===== config.mk =====
export PLATFORM = sky130hd
export DESIGN_NAME = bus_ctrl_flat
export DESIGN_NICKNAME = d
export VERILOG_FILES = /design/src/rtl/bus_pkg.sv /design/src/rtl/bus_ctrl_if.sv /design/src/rtl/bus_decode.sv /design/src/rtl/bus_ctrl.sv /design/src/flat_wrapper.sv
export SDC_FILE = /design/constraint.sdc
export NUM_CORES = 1
export LEC_CHECK = 0
export CORE_AREA = 2 2 114 116
export DETAILED_ROUTE_END_ITERATION = 16
export DIE_AREA = 0 0 116 118
export PLACE_DENSITY = 0.84
export SYNTH_ARGS = -nofsm -noshare
export SYNTH_HDL_FRONTEND = slang
export SYNTH_HIERARCHICAL = 1
export SYNTH_SLANG_ARGS = --single-unit

===== constraint.sdc =====
create_clock -name clk -period 2.8 [get_ports clk]
set_input_delay 0.28 -clock clk [delete_from_list [all_inputs] [get_ports clk]]
set_output_delay 0.28 -clock clk [all_outputs]
set_load 0.02 [all_outputs]

===== src/rtl/bus_pkg.sv =====
// Shared types and default memory map for the CPU-to-peripheral bus controller.
// Imported by the decoder and the controller top.
package bus_pkg;

  typedef enum logic [1:0] {
    IDLE   = 2'd0,
    ACCESS = 2'd1,
    DONE   = 2'd2
  } state_e;

  // Default MIPS SoC map: RAM (16 KiB), VRAM (64 KiB, byte-wide), IO (256 B).
  localparam logic [31:0] RAM_BASE  = 32'h0000_0000;
  localparam logic [31:0] RAM_MASK  = 32'hFFFF_C000;
  localparam logic [31:0] VRAM_BASE = 32'hF000_0000;
  localparam logic [31:0] VRAM_MASK = 32'hFFFF_0000;
  localparam logic [31:0] IO_BASE   = 32'hF001_0000;
  localparam logic [31:0] IO_MASK   = 32'hFFFF_FF00;

  // Bits needed to hold values 0..n-1, never less than one.
  function automatic int cnt_width(input int n);
    return (n > 1) ? $clog2(n) : 1;
  endfunction

endpackage


===== src/rtl/bus_ctrl_if.sv =====
// CPU memory port plus the fan-out to the slave regions, bundled as one interface.
// master = controller view, slave = CPU and peripherals view.
interface bus_ctrl_if #(
  parameter int NUM_SLV = 3,
  parameter int ADDR_W  = 32,
  parameter int DATA_W  = 32
);

  logic                      cpu_req;
  logic                      cpu_we;
  logic [ADDR_W-1:0]         cpu_addr;
  logic [DATA_W-1:0]         cpu_wdata;
  logic [DATA_W-1:0]         cpu_rdata;
  logic                      cpu_ready;
  logic                      cpu_err;
  logic [NUM_SLV-1:0]        slv_sel;
  logic [NUM_SLV-1:0]        slv_we;
  logic [ADDR_W-1:0]         slv_addr;
  logic [DATA_W-1:0]         slv_wdata;
  logic [NUM_SLV*DATA_W-1:0] slv_rdata;
  logic [NUM_SLV-1:0]        slv_ack;

  modport master (
    input  cpu_req, cpu_we, cpu_addr, cpu_wdata, slv_rdata, slv_ack,
    output cpu_rdata, cpu_ready, cpu_err, slv_sel, slv_we, slv_addr, slv_wdata
  );

  modport slave (
    output cpu_req, cpu_we, cpu_addr, cpu_wdata, slv_rdata, slv_ack,
    input  cpu_rdata, cpu_ready, cpu_err, slv_sel, slv_we, slv_addr, slv_wdata
  );

endinterface


===== src/rtl/bus_decode.sv =====
// Combinational priority address decoder: region i hits when (addr & mask) == base,
// and the lowest hitting index wins.
module bus_decode #(
  parameter int                        NUM_SLV  = 3,
  parameter int                        ADDR_W   = 32,
  parameter int                        IDX_W    = 2,
  parameter logic [NUM_SLV*ADDR_W-1:0] SLV_BASE = '0,
  parameter logic [NUM_SLV*ADDR_W-1:0] SLV_MASK = '0
) (
  input  logic [ADDR_W-1:0] addr_i,
  output logic              hit_o,
  output logic [IDX_W-1:0]  idx_o
);

  // Walk from the highest index down so the lowest hitting region is written last.
  always_comb begin
    hit_o = 1'b0;
    idx_o = '0;
    for (int i = NUM_SLV - 1; i >= 0; i--) begin
      if ((addr_i & SLV_MASK[i*ADDR_W +: ADDR_W]) == SLV_BASE[i*ADDR_W +: ADDR_W]) begin
        hit_o = 1'b1;
        idx_o = IDX_W'(i);
      end
    end
  end

endmodule


===== src/rtl/bus_ctrl.sv =====
// Registered CPU-to-peripheral bus controller: decodes, runs a req/ack handshake per slave,
// narrows byte-wide slaves, and reports bus errors for unmapped or timed-out accesses.
module bus_ctrl
  import bus_pkg::*;
#(
  parameter int                        NUM_SLV    = 3,
  parameter int                        ADDR_W     = 32,
  parameter int                        DATA_W     = 32,
  parameter logic [NUM_SLV*ADDR_W-1:0] SLV_BASE   = {IO_BASE, VRAM_BASE, RAM_BASE},
  parameter logic [NUM_SLV*ADDR_W-1:0] SLV_MASK   = {IO_MASK, VRAM_MASK, RAM_MASK},
  parameter logic [NUM_SLV-1:0]        SLV_NARROW = 3'b010,
  parameter int                        TIMEOUT    = 16
) (
  input logic       clk,
  input logic       rst_n,
  bus_ctrl_if.master bus
);

  localparam int               IDX_W    = cnt_width(NUM_SLV);
  localparam int               CNT_W    = cnt_width(TIMEOUT);
  localparam logic [CNT_W-1:0] CNT_LAST = CNT_W'(TIMEOUT - 1);

  state_e              state_q, state_d;
  logic [IDX_W-1:0]    idx_q,   idx_d;
  logic [ADDR_W-1:0]   addr_q,  addr_d;
  logic [DATA_W-1:0]   wdata_q, wdata_d;
  logic [DATA_W-1:0]   rdata_q, rdata_d;
  logic [CNT_W-1:0]    cnt_q,   cnt_d;
  logic [NUM_SLV-1:0]  sel_q,   sel_d;
  logic [NUM_SLV-1:0]  swe_q,   swe_d;
  logic                we_q,    we_d;
  logic                err_q,   err_d;

  logic                dec_hit;
  logic [IDX_W-1:0]    dec_idx;
  logic [DATA_W-1:0]   sel_rdata;

  bus_decode #(
    .NUM_SLV  (NUM_SLV),
    .ADDR_W   (ADDR_W),
    .IDX_W    (IDX_W),
    .SLV_BASE (SLV_BASE),
    .SLV_MASK (SLV_MASK)
  ) u_decode (
    .addr_i (bus.cpu_addr),
    .hit_o  (dec_hit),
    .idx_o  (dec_idx)
  );

  function automatic logic [DATA_W-1:0] zext8(input logic [DATA_W-1:0] d);
    return {{(DATA_W-8){1'b0}}, d[7:0]};
  endfunction

  assign sel_rdata = bus.slv_rdata[int'(idx_q)*DATA_W +: DATA_W];

  always_comb begin
    // NOTE: every _d takes its _q value first, so no branch leaves one unassigned and no latch is inferred.
    state_d = state_q;
    idx_d   = idx_q;
    addr_d  = addr_q;
    wdata_d = wdata_q;
    rdata_d = rdata_q;
    cnt_d   = cnt_q;
    sel_d   = sel_q;
    swe_d   = swe_q;
    we_d    = we_q;
    err_d   = err_q;

    case (state_q)
      IDLE: begin
        if (bus.cpu_req) begin
          if (dec_hit) begin
            idx_d   = dec_idx;
            addr_d  = bus.cpu_addr & ~SLV_MASK[int'(dec_idx)*ADDR_W +: ADDR_W];
            wdata_d = SLV_NARROW[dec_idx] ? zext8(bus.cpu_wdata) : bus.cpu_wdata;
            we_d    = bus.cpu_we;
            cnt_d   = '0;
            sel_d   = NUM_SLV'(1) << dec_idx;
            swe_d   = bus.cpu_we ? (NUM_SLV'(1) << dec_idx) : '0;
            state_d = ACCESS;
          end else begin
            err_d   = 1'b1;
            rdata_d = '0;
            state_d = DONE;
          end
        end
      end

      ACCESS: begin
        // Ack is checked before the timeout, so an ack on the last cycle still succeeds.
        if (bus.slv_ack[idx_q]) begin
          if (we_q)                   rdata_d = '0;
          else if (SLV_NARROW[idx_q]) rdata_d = zext8(sel_rdata);
          else                        rdata_d = sel_rdata;
          err_d   = 1'b0;
          sel_d   = '0;
          swe_d   = '0;
          state_d = DONE;
        end else if (cnt_q == CNT_LAST) begin
          err_d   = 1'b1;
          rdata_d = '0;
          sel_d   = '0;
          swe_d   = '0;
          state_d = DONE;
        end else begin
          cnt_d = cnt_q + 1'b1;
        end
      end

      DONE:    state_d = IDLE;
      default: state_d = IDLE;
    endcase
  end

  // NOTE: state registers use non-blocking assignments so every flop samples pre-edge values.
  always_ff @(posedge clk or negedge rst_n) begin
    if (!rst_n) begin
      state_q <= IDLE;
      idx_q   <= '0;
      addr_q  <= '0;
      wdata_q <= '0;
      rdata_q <= '0;
      cnt_q   <= '0;
      sel_q   <= '0;
      swe_q   <= '0;
      we_q    <= 1'b0;
      err_q   <= 1'b0;
    end else begin
      state_q <= state_d;
      idx_q   <= idx_d;
      addr_q  <= addr_d;
      wdata_q <= wdata_d;
      rdata_q <= rdata_d;
      cnt_q   <= cnt_d;
      sel_q   <= sel_d;
      swe_q   <= swe_d;
      we_q    <= we_d;
      err_q   <= err_d;
    end
  end

  assign bus.cpu_ready = (state_q == DONE);
  assign bus.cpu_rdata = bus.cpu_ready ? rdata_q : '0;
  assign bus.cpu_err   = bus.cpu_ready & err_q;
  assign bus.slv_sel   = sel_q;
  assign bus.slv_we    = swe_q;
  assign bus.slv_addr  = addr_q;
  assign bus.slv_wdata = wdata_q;

endmodule


===== src/flat_wrapper.sv =====
// flat-port wrapper written by rule: the top's interface ports become plain ports
module bus_ctrl_flat import bus_pkg::*;
#(
  parameter int                        NUM_SLV    = 3,
  parameter int                        ADDR_W     = 32,
  parameter int                        DATA_W     = 32,
  parameter logic [NUM_SLV*ADDR_W-1:0] SLV_BASE   = {IO_BASE, VRAM_BASE, RAM_BASE},
  parameter logic [NUM_SLV*ADDR_W-1:0] SLV_MASK   = {IO_MASK, VRAM_MASK, RAM_MASK},
  parameter logic [NUM_SLV-1:0]        SLV_NARROW = 3'b010,
  parameter int                        TIMEOUT    = 16
)
  (clk, rst_n, bus_cpu_req, bus_cpu_we, bus_cpu_addr, bus_cpu_wdata, bus_slv_rdata, bus_slv_ack, bus_cpu_rdata, bus_cpu_ready, bus_cpu_err, bus_slv_sel, bus_slv_we, bus_slv_addr, bus_slv_wdata);
  bus_ctrl_if #(.NUM_SLV(NUM_SLV), .ADDR_W(ADDR_W), .DATA_W(DATA_W)) bus_i ();
  input logic clk;
  input logic rst_n;
  input wire logic [$bits(bus_i.cpu_req)-1:0] bus_cpu_req;
  input wire logic [$bits(bus_i.cpu_we)-1:0] bus_cpu_we;
  input wire logic [$bits(bus_i.cpu_addr)-1:0] bus_cpu_addr;
  input wire logic [$bits(bus_i.cpu_wdata)-1:0] bus_cpu_wdata;
  input wire logic [$bits(bus_i.slv_rdata)-1:0] bus_slv_rdata;
  input wire logic [$bits(bus_i.slv_ack)-1:0] bus_slv_ack;
  output wire logic [$bits(bus_i.cpu_rdata)-1:0] bus_cpu_rdata;
  output wire logic [$bits(bus_i.cpu_ready)-1:0] bus_cpu_ready;
  output wire logic [$bits(bus_i.cpu_err)-1:0] bus_cpu_err;
  output wire logic [$bits(bus_i.slv_sel)-1:0] bus_slv_sel;
  output wire logic [$bits(bus_i.slv_we)-1:0] bus_slv_we;
  output wire logic [$bits(bus_i.slv_addr)-1:0] bus_slv_addr;
  output wire logic [$bits(bus_i.slv_wdata)-1:0] bus_slv_wdata;
  assign bus_i.cpu_req = bus_cpu_req;
  assign bus_i.cpu_we = bus_cpu_we;
  assign bus_i.cpu_addr = bus_cpu_addr;
  assign bus_i.cpu_wdata = bus_cpu_wdata;
  assign bus_i.slv_rdata = bus_slv_rdata;
  assign bus_i.slv_ack = bus_slv_ack;
  assign bus_cpu_rdata = bus_i.cpu_rdata;
  assign bus_cpu_ready = bus_i.cpu_ready;
  assign bus_cpu_err = bus_i.cpu_err;
  assign bus_slv_sel = bus_i.slv_sel;
  assign bus_slv_we = bus_i.slv_we;
  assign bus_slv_addr = bus_i.slv_addr;
  assign bus_slv_wdata = bus_i.slv_wdata;
  bus_ctrl #(.NUM_SLV(NUM_SLV), .ADDR_W(ADDR_W), .DATA_W(DATA_W), .SLV_BASE(SLV_BASE), .SLV_MASK(SLV_MASK), .SLV_NARROW(SLV_NARROW), .TIMEOUT(TIMEOUT)) u_core (.clk(clk), .rst_n(rst_n), .bus(bus_i));
endmodule

== Yosys cells after proc, flatten, opt, wreduce, memory -nomap -nowiden ==
Index checks and enable logic that the tools add are counted.
Word-level totals
  bits in registers: 112
  input bits: 167
  output and inout port bits: 104
  logic and storage cells: 83
Cells by class
  $add $sub $neg: 1
  $lt $le $gt $ge: 2
  equal/unequal tests: 11
  shifts and indexed selects: 3
  multiplexer cells: 45
  bitwise operators: 3
  reductions and logical operators: 8
Operator list (number)
  two-way mux 32 bit: 8
  variable part select 96 x 8 -> 32 bit: 1
  variable part select 96 x 8 -> 32 bit, first input constant: 1
  one-hot mux 32 bit (2 select lines): 1
  bitwise AND 32 bit: 1
  logical NOT 32 bit: 1
  NOT 32 bit: 1
  equality test 24 bit, second input constant: 1
  two-way mux 3 bit: 7
  equality test 16 bit, second input constant: 1
  two-way mux 4 bit: 4
  two-way mux 2 bit: 7
  one-hot mux 3 bit (2 select lines): 2
  two-way mux 1 bit: 10
  != test 2 bit, second input constant: 4
  one-hot mux 4 bit (2 select lines): 1
  AND reduction 4 bit: 2
  binary-select mux 1 bit (select 2 bit): 3
  less-than comparator 2 x 3 -> 1 bit, second input constant: 2
  AND reduction 5 bit: 1
  adder 4 x 1 -> 4 bit, second input constant: 1
  equality test 4 bit, second input constant: 1
  one-hot mux 2 bit (2 select lines): 1
  != test 3 x 1 -> 1 bit, second input constant: 1
  other kinds (10): 10

== Depth between registers and ports, before layout ==
Gate-level depths: netlist (run 1).
  depth after elaboration: 9
  depth in mapped cells: 9
  mapped depth without buffers: 7

== Modules after synthesis ==
Netlist (run 1), hierarchy kept.
Modules (own cells, without submodules)
  bus_ctrl: times used 1, cells each 526, area an instance 5113.7 um^2
  bus_decode: times used 1, cells each 16, area an instance 126.4 um^2

== Worst setup path after synthesis (run 1) ==
Ideal clock, no wire load.
  path kind: input-to-reg
  from: in bus_cpu_addr[25]
  to: reg u_core.addr_q[21] (netlist: u_core/bus.slv_addr[21])
  arrival time: 1.940 ns
  required time: 2.734 ns
  slack: 0.795 ns
  cell stages on the path: 9
  path through: nor4_4 nand4_1 o22ai_1 nor4bb_1 clkbuf_1 buf_2 buf_2 nand3_1 nand2_1
RTL lines
  start, declared: RTL line flat_wrapper.sv:18  | input wire logic [$bits(bus_i.cpu_addr)-1:0] bus_cpu_addr;
  equality test 24 bit: RTL line bus_decode.sv:20  | if ((addr_i & SLV_MASK[i*ADDR_W +: ADDR_W]) == SLV_BASE[i*ADDR_W +: ADDR_W]) begin
  two-way mux 1 bit (2 in series): RTL line bus_decode.sv:20
  two-way mux 1 bit *: RTL line bus_decode.sv:20
  net u_core.dec_hit: RTL line bus_ctrl.sv:34  | logic dec_hit;
  AND reduction 3 bit (no line) *
  end signal, assigned: RTL line bus_ctrl.sv:131  | addr_q <= addr_d;
  end, declared: RTL line bus_ctrl.sv:25  | logic [ADDR_W-1:0] addr_q, addr_d;
The timed path passes the listed nets; every way through them passes the cells marked *.
A chain may end at the register's enable or synchronous reset.

== Worst setup path after layout (run 1) ==
  from: reg u_core.state_q[1]
  to: out bus_cpu_rdata[22]
On the way
  cells in the longest elaborated chain, start to end: 2
Ends and longest elaborated chain
  start, declared: RTL line bus_ctrl.sv:23  | state_e state_q, state_d;
  start signal, assigned: RTL line bus_ctrl.sv:129  | state_q <= state_d;
  equality test 2 bit: RTL line bus_ctrl.sv:142  | assign bus.cpu_ready = (state_q == DONE);
  two-way mux 32 bit: RTL line bus_ctrl.sv:143  | assign bus.cpu_rdata = bus.cpu_ready ? rdata_q : '0;
  end, declared: RTL line flat_wrapper.sv:22  | output wire logic [$bits(bus_i.cpu_rdata)-1:0] bus_cpu_rdata;
No other way between the ends.

==> impl_metrics.py, run 1 <==
metrics = {
    "timing": {
        "maxSlewViolCount": 0,
        "timing.final.crit_share_pct": 90.7,
        "slew_headroom_pct": 59.5,
        "fin_skew_ns": 0.00557,
        "min_period_ns": 2.54,
        "tns_ns": 0,
        "fmax_mhz": 394,
        "max_slew.worst_pin.slew_ns": 0.608,
        "setup_viol": 0,
        "hold_violations": 0,
        "rsz0062_at_grt": "no",
    },
    "critical_path": {
        "rrSetupSlack_ns": 0.95,
        "rr_startpoint": "u_core/cnt_q[0]",
        "reg2reg_to": "u_core/rdata_q[4]",
        "critPathMaxFanout": 34,
        "cp-start-kind": "flip-flop",
        "end_kind": "output pin",
        "required_ns": 2.52,
        "cp.arrival_ns": 2.26,
        "r2r_cells": 5,
        "crit_type": "flip-flop to output pin",
    },
    "global_route": {
        "grt_max_degree": 113,
        "grt.overflow.total": 0,
        "grt_use_total_pct": 22.2,
        "grt_pass1_vias": 4775,
        "antenna_found_initial": 0,
        "grt_pass1_wl_um": 24100,
    },
    "yosys": {
        "synth_nets": 710,
        "synth.distinct_cells": 41,
        "yosysTopAreaCell": "dfrtp_1",
        "synthCells": 542,
        "yosysSeqAreaShare_pct": 53.5,
        "syn_avg_cell_area_um2": 9.67,
        "synth.top_cell.area_share_pct": 53.5,
        "synth.most_common_cell": "nand2_1",
        "netlist_area_um2": 5240,
        "async_reset_ff_share_pct": 100,
        "yosys_warnings": 6,
        "synth-edff-count": 0,
        "synth_flop_cell": "dfrtp_1",
        "ys_ff_latch": 112,
        "ys_top_cells_by_count": "nand2_1 (168), dfrtp_1 (112), nand3_1 (53)",
        "synth_area_leaders": "dfrtp_1 (53%), nand2_1 (12%), mux2i_1 (6.5%)",
    },
    "clocking": {
        "clk_pin_slew_worst_paths_ns": 0.07,
        "cts_root_buf": "clkbuf_16",
        "post-cts-setup-buffers": 0,
        "cts_made_buffers": 9,
        "clk_latency_ns": 0.34,
        "htreeDepth": 3,
        "cts_tree": "yes",
        "cts_resized": 0,
        "cts_sinks": 112,
        "clockBufferDepth": 2,
        "cts_hold_buf": 0,
    },
    "min_path": {
        "hp-class": "input port to asynchronous set/reset pin",
    },
    "layout": {
        "syn2layout_area_growth_pct": 56.4,
        "nets": 939,
        "fill_cells": 963,
        "diodes": 0,
        "final_layout_size_suffix_gt1_share_pct": 5.54,
    },
    "drt": {
        "drt.antenna.violating_nets": 0,
        "drt-pass1-iter-count": 5,
        "totalWireLength_um": 15400,
        "wl_per_cell_um": 16.3,
        "viasPerCell": 5.06,
        "drtIter0Drc": 263,
        "vias": 4798,
        "drc": 0,
    },
    "die": {
        "dieArea_um2": 13700,
        "rows": 41,
        "io_pins": 271,
        "die_y_um": 118,
        "core_area_um2": 12400,
        "chipWidth_um": 116,
        "initial_core_util_pct": 42.2,
    },
    "power_and_ir_drop": {
        "p_int_mw": 2.72,
        "swShare_pct": 20.3,
        "power.net_switching_mw": 0.696,
        "power.density_nw_per_um2": 417,
        "pwr-share-clk_pct": 43.2,
        "power.total_mw": 3.42,
        "p_comb_share_pct": 9.4,
        "leakage_nw": 3.65,
        "irDropWorstVdd_mv": 0.262,
        "seq_power_share_pct": 47.4,
    },
    "placement": {
        "portBuffers": 246,
        "dpl.hpwl_um": 11400,
        "place.gp.congestion": 0.787,
    },
    "run": {
        "maxCapViolCount": 0,
    },
    "status": {
        "outcome": "finished, final reports clean",
    },
}
stage by stage:
| stage | hold WS [ns] | util [%] | cell area [um2] | std cells | worst slack [ns] |
|---|---|---|---|---|---|
| 2_1_floorplan | -0.0156 | - | 5240 | 542 | 0.795 |
| 3_3_place_gp | 0.403 | 63.2 | 7850 | 932 | 0.211 |
| 3_5_place_dp | 0.416 | 63.2 | 7850 | 932 | 0.126 |
| 4_1_cts | 0.0351 | 66.0 | 8190 | 948 | 0.232 |
| 5_1_grt | 0.0699 | 66.0 | 8190 | 948 | 0.114 |
| 6_report | 0.00450 | 66.0 | 8190 | 948 | 0.260 |
final cells by class:
class | instances | area [um2] | share of cell area (%)
Clock buffer | 11 | 243 | 2.96
Tap cell | 172 | 215 | 2.63
Sequential cell | 112 | 2800 | 34.2
Clock inverter | 5 | 104 | 1.27
Timing Repair Buffer | 256 | 2560 | 31.2
Multi-Input combinational cell | 390 | 2260 | 27.6
Inverter | 2 | 7.51 | 0.0916
cell families (layout without fill, tap and decap cells):
group / count (synthesis) / after routing / synth area share, %
AOI/OAI and AO/OA: 69 / 69 / 10.4
and+or+nand+nor: 285 / 285 / 25.4
DFF: 112 / 112 / 53.5
muxes: 35 / 35 / 6.78
buffers and inverters: 40 / 274 / 3.75
adders and majority gates: 1 / 1 / 0.239
worst max-delay path by stage:
stage | endpoint | start | slack, ns
6_report | bus_cpu_rdata[22] | u_core/state_q[1] | 0.26
5_1_grt | bus_cpu_rdata[16] | u_core/state_q[1] | 0.11
4_1_cts | bus_cpu_rdata[22] | u_core/state_q[1] | 0.23
3_5_place_dp | u_core/bus.slv_addr[31] | bus_cpu_addr[25] | 0.13
3_3_place_gp | u_core/bus.slv_addr[31] | bus_cpu_addr[25] | 0.21
2_1_floorplan | u_core/bus.slv_addr[21] | bus_cpu_addr[25] | 0.79
worst max-delay path: stages (launching register included):
cell             delay (ns)
dfrtp_1                0.63
nor2b_1                0.19
buf_4                  0.28
and2_1                 0.18
clkdlybuf4s50_1        0.62
cells in the final DEF, fill, tap and decap left out, types with 9 or more instances in the layout:
master,n
clkdlybuf4s50_1,245
nand2_1,168
dfrtp_1,111
nand3_1,52
and2_1,34
mux2i_1,34
o2bb2ai_1,24
o21ai_0,15
clkbuf_16,9
buf_4,9
power groups by stage:
stage | Sequential, mW | Clock, mW | Combinational, mW
finish | 1.62 | 1.48 | 0.321
global route | 1.62 | 1.58 | 0.348
CTS | 1.62 | 1.50 | 0.325
detailed placement | 1.65 | 0 | 0.323
global placement | 1.65 | 0 | 0.317
floorplan | 1.65 | 0 | 0.0657
sequential cells by signal, indices dropped and copies added, names as in the netlist:
| name | count |
|---|---|
| u_core/bus.slv_addr | 32 |
| u_core/bus.slv_sel | 3 |
| u_core/bus.slv_wdata | 32 |
| u_core/bus.slv_we | 3 |
| u_core/cnt_q | 4 |
| u_core/err_q | 1 |
| u_core/idx_q | 2 |
| u_core/rdata_q | 32 |
| u_core/state_q | 2 |
| u_core/we_q | 1 |
per-layer routing:
metal  wire, um  share of wire (%)  track usage, %  vias up
met3       1470                9.5            6.49       27
met2       7650                 50            38.0      204
met4        352                2.3            7.89        0
li1           -                  -               -     2302
met5          0                  0               0        -
met1       5950                 39            26.3     2265
Power figures use the tool's default switching activity.
==> run 2: changes to the inputs <==
--- a/config.mk
+++ b/config.mk
@@ -9,6 +9,7 @@
 export DETAILED_ROUTE_END_ITERATION = 16
 export DIE_AREA = 0 0 116 118
 export PLACE_DENSITY = 0.84
+export RECOVER_POWER = 25
 export SYNTH_ARGS = -nofsm -noshare
 export SYNTH_HDL_FRONTEND = slang
 export SYNTH_HIERARCHICAL = 1
==> impl_metrics.py, run 2 (same netlist as run 1, synthesis figures left out) <==
metrics = {
    "status": {
        "outcome": "complete, but fails checks",
        "violations": "max-capacitance violations, max-slew violations",
    },
    "clocking": {
        "cts_sinks": 112,
        "cts_root_buf": "clkbuf_16",
        "clk_latency_ns": 0.34,
        "clockBufferDepth": 2,
        "htreeDepth": 3,
        "post-cts-setup-buffers": 0,
        "cts_resized": 0,
        "cts_tree": "yes",
        "clk_pin_slew_worst_paths_ns": 0.07,
        "cts_made_buffers": 9,
        "cts_hold_buf": 0,
    },
    "critical_path": {
        "cp-start-kind": "flip-flop",
        "critical-path-slowest-cell": "dfrtp_1",
        "crit_family": "buffers and inverters",
        "cp_num_buf_inv": 2,
        "critPathMaxFanout": 34,
        "path_cells": "nor2b_1 > buf_4 > and2_1 > clkdlybuf4s50_1",
        "end_kind": "output pin",
        "required_ns": 2.52,
        "crit_type": "flip-flop to output pin",
        "cp.arrival_ns": 2.26,
        "cp_slowest_stage_delay_ns": 0.63,
    },
    "layout": {
        "syn2layout_area_growth_pct": 56.1,
        "final_util_pct": 65.9,
        "final_layout_size_suffix_gt1_share_pct": 5.54,
        "diodes": 0,
        "nets": 939,
        "fill_cells": 964,
        "stdcell_area_um2": 8180,
        "final_cells": 948,
        "most-common-layout-cells": "clkdlybuf4s50_1 (245), nand2_1 (168), dfrtp_1 (111)",
        "final_common_cell": "clkdlybuf4s50_1",
    },
    "power_and_ir_drop": {
        "power.density_nw_per_um2": 418,
        "pwr-share-clk_pct": 43.2,
        "p_comb_share_pct": 9.3,
        "irDropWorstVdd_mv": 0.262,
        "p_int_mw": 2.72,
        "power.net_switching_mw": 0.696,
        "power.total_mw": 3.42,
        "leakage_nw": 3.64,
        "seq_power_share_pct": 47.5,
        "swShare_pct": 20.4,
    },
    "run": {
        "maxCapViolCount": 1,
    },
    "global_route": {
        "grt_pass1_vias": 4775,
        "grt.overflow.total": 0,
        "antenna_found_initial": 0,
        "grt_pass1_wl_um": 24100,
        "grt_use_total_pct": 22.2,
        "grt_max_degree": 113,
    },
    "timing": {
        "hold_violations": 0,
        "fmax_mhz": 393,
        "hold_slack_ns": 0.437,
        "timing.final.crit_share_pct": 90.8,
        "min_period_ns": 2.54,
        "fin_skew_ns": 0.00561,
        "tns_ns": 0,
        "max_slew.worst_pin.slew_ns": 1.53,
        "rsz0062_at_grt": "no",
        "maxSlewViolCount": 113,
        "slew_headroom_pct": -2.05,
        "setup_slack_ns": 0.258,
        "setup_viol": 0,
    },
    "die": {
        "die_y_um": 118,
        "initial_core_util_pct": 42.2,
        "chipWidth_um": 116,
        "core_area_um2": 12400,
        "dieArea_um2": 13700,
        "rows": 41,
        "io_pins": 271,
    },
    "drt": {
        "wl_met1_um": 6000,
        "route.met2.wl_um": 7600,
        "totalWireLength_um": 15400,
        "drt-pass1-iter-count": 5,
        "top_layer": "met4",
        "drtIter0Drc": 263,
        "drc": 0,
        "viasPerCell": 5.07,
        "wl_per_cell_um": 16.3,
        "wl_met3_um": 1480,
        "drt.antenna.violating_nets": 0,
        "vias": 4802,
    },
    "placement": {
        "dp_cells": 932,
        "dpl.hpwl_um": 11400,
        "placed_cell_area_um2": 7850,
        "place.gp.congestion": 0.787,
        "portBuffers": 246,
        "dp_slack_ns": 0.126,
    },
    "min_path": {
        "hp-class": "input port to asynchronous set/reset pin",
    },
}
[run 2: power by group through the flow]
stage,sequential (mW),clock [mW],combinational (mW)
6_report,1.62,1.48,0.319
5_1_grt,1.62,1.58,0.345
4_1_cts,1.62,1.50,0.325
3_5_place_dp,1.65,0,0.323
3_3_place_gp,1.65,0,0.317
2_1_floorplan,1.65,0,0.0657
[run 2: worst paths after layout]
kind,startpoint,to,slack [ns],cells past startpoint
setup / recovery,u_core/state_q[1],bus_cpu_rdata[22],0.26,4
hold / removal,rst_n,u_core/bus.slv_addr[21],0.44,2
setup reg to reg,u_core/cnt_q[0],u_core/rdata_q[4],0.95,5
hold reg to reg,u_core/bus.slv_addr[27],u_core/bus.slv_addr[27],0.47,2
max in group asynchronous,rst_n,u_core/idx_q[1],1.33,2
min in group clk,bus_cpu_addr[2],u_core/bus.slv_addr[2],0.46,3
[run 2: layer usage]
metal  track usage (%)  vias to the layer above
met4              7.89                        0
met1              26.3                     2257
met2              38.0                      215
met3              6.49                       27
met5                 0                        -
li1                  -                     2303
[run 2: final cells by class]
type                    instances  area, um2  area share [%]
inverters                       2       7.51          0.0918
clock inverters                 5        104            1.27
repair buffers                256       2550            31.1
well taps                     172        215            2.63
flip-flops and latches        112       2800            34.3
clock buffers                  11        243            2.97
multi-input cells             390       2260            27.6
[run 2: worst register-to-register path, stage by stage, from the launching register on]
cell,delay (ns)
dfrtp_1,0.42
ha_1,0.24
and3_1,0.22
a211oi_4,0.31
a21o_4,0.40
a22o_1,0.21
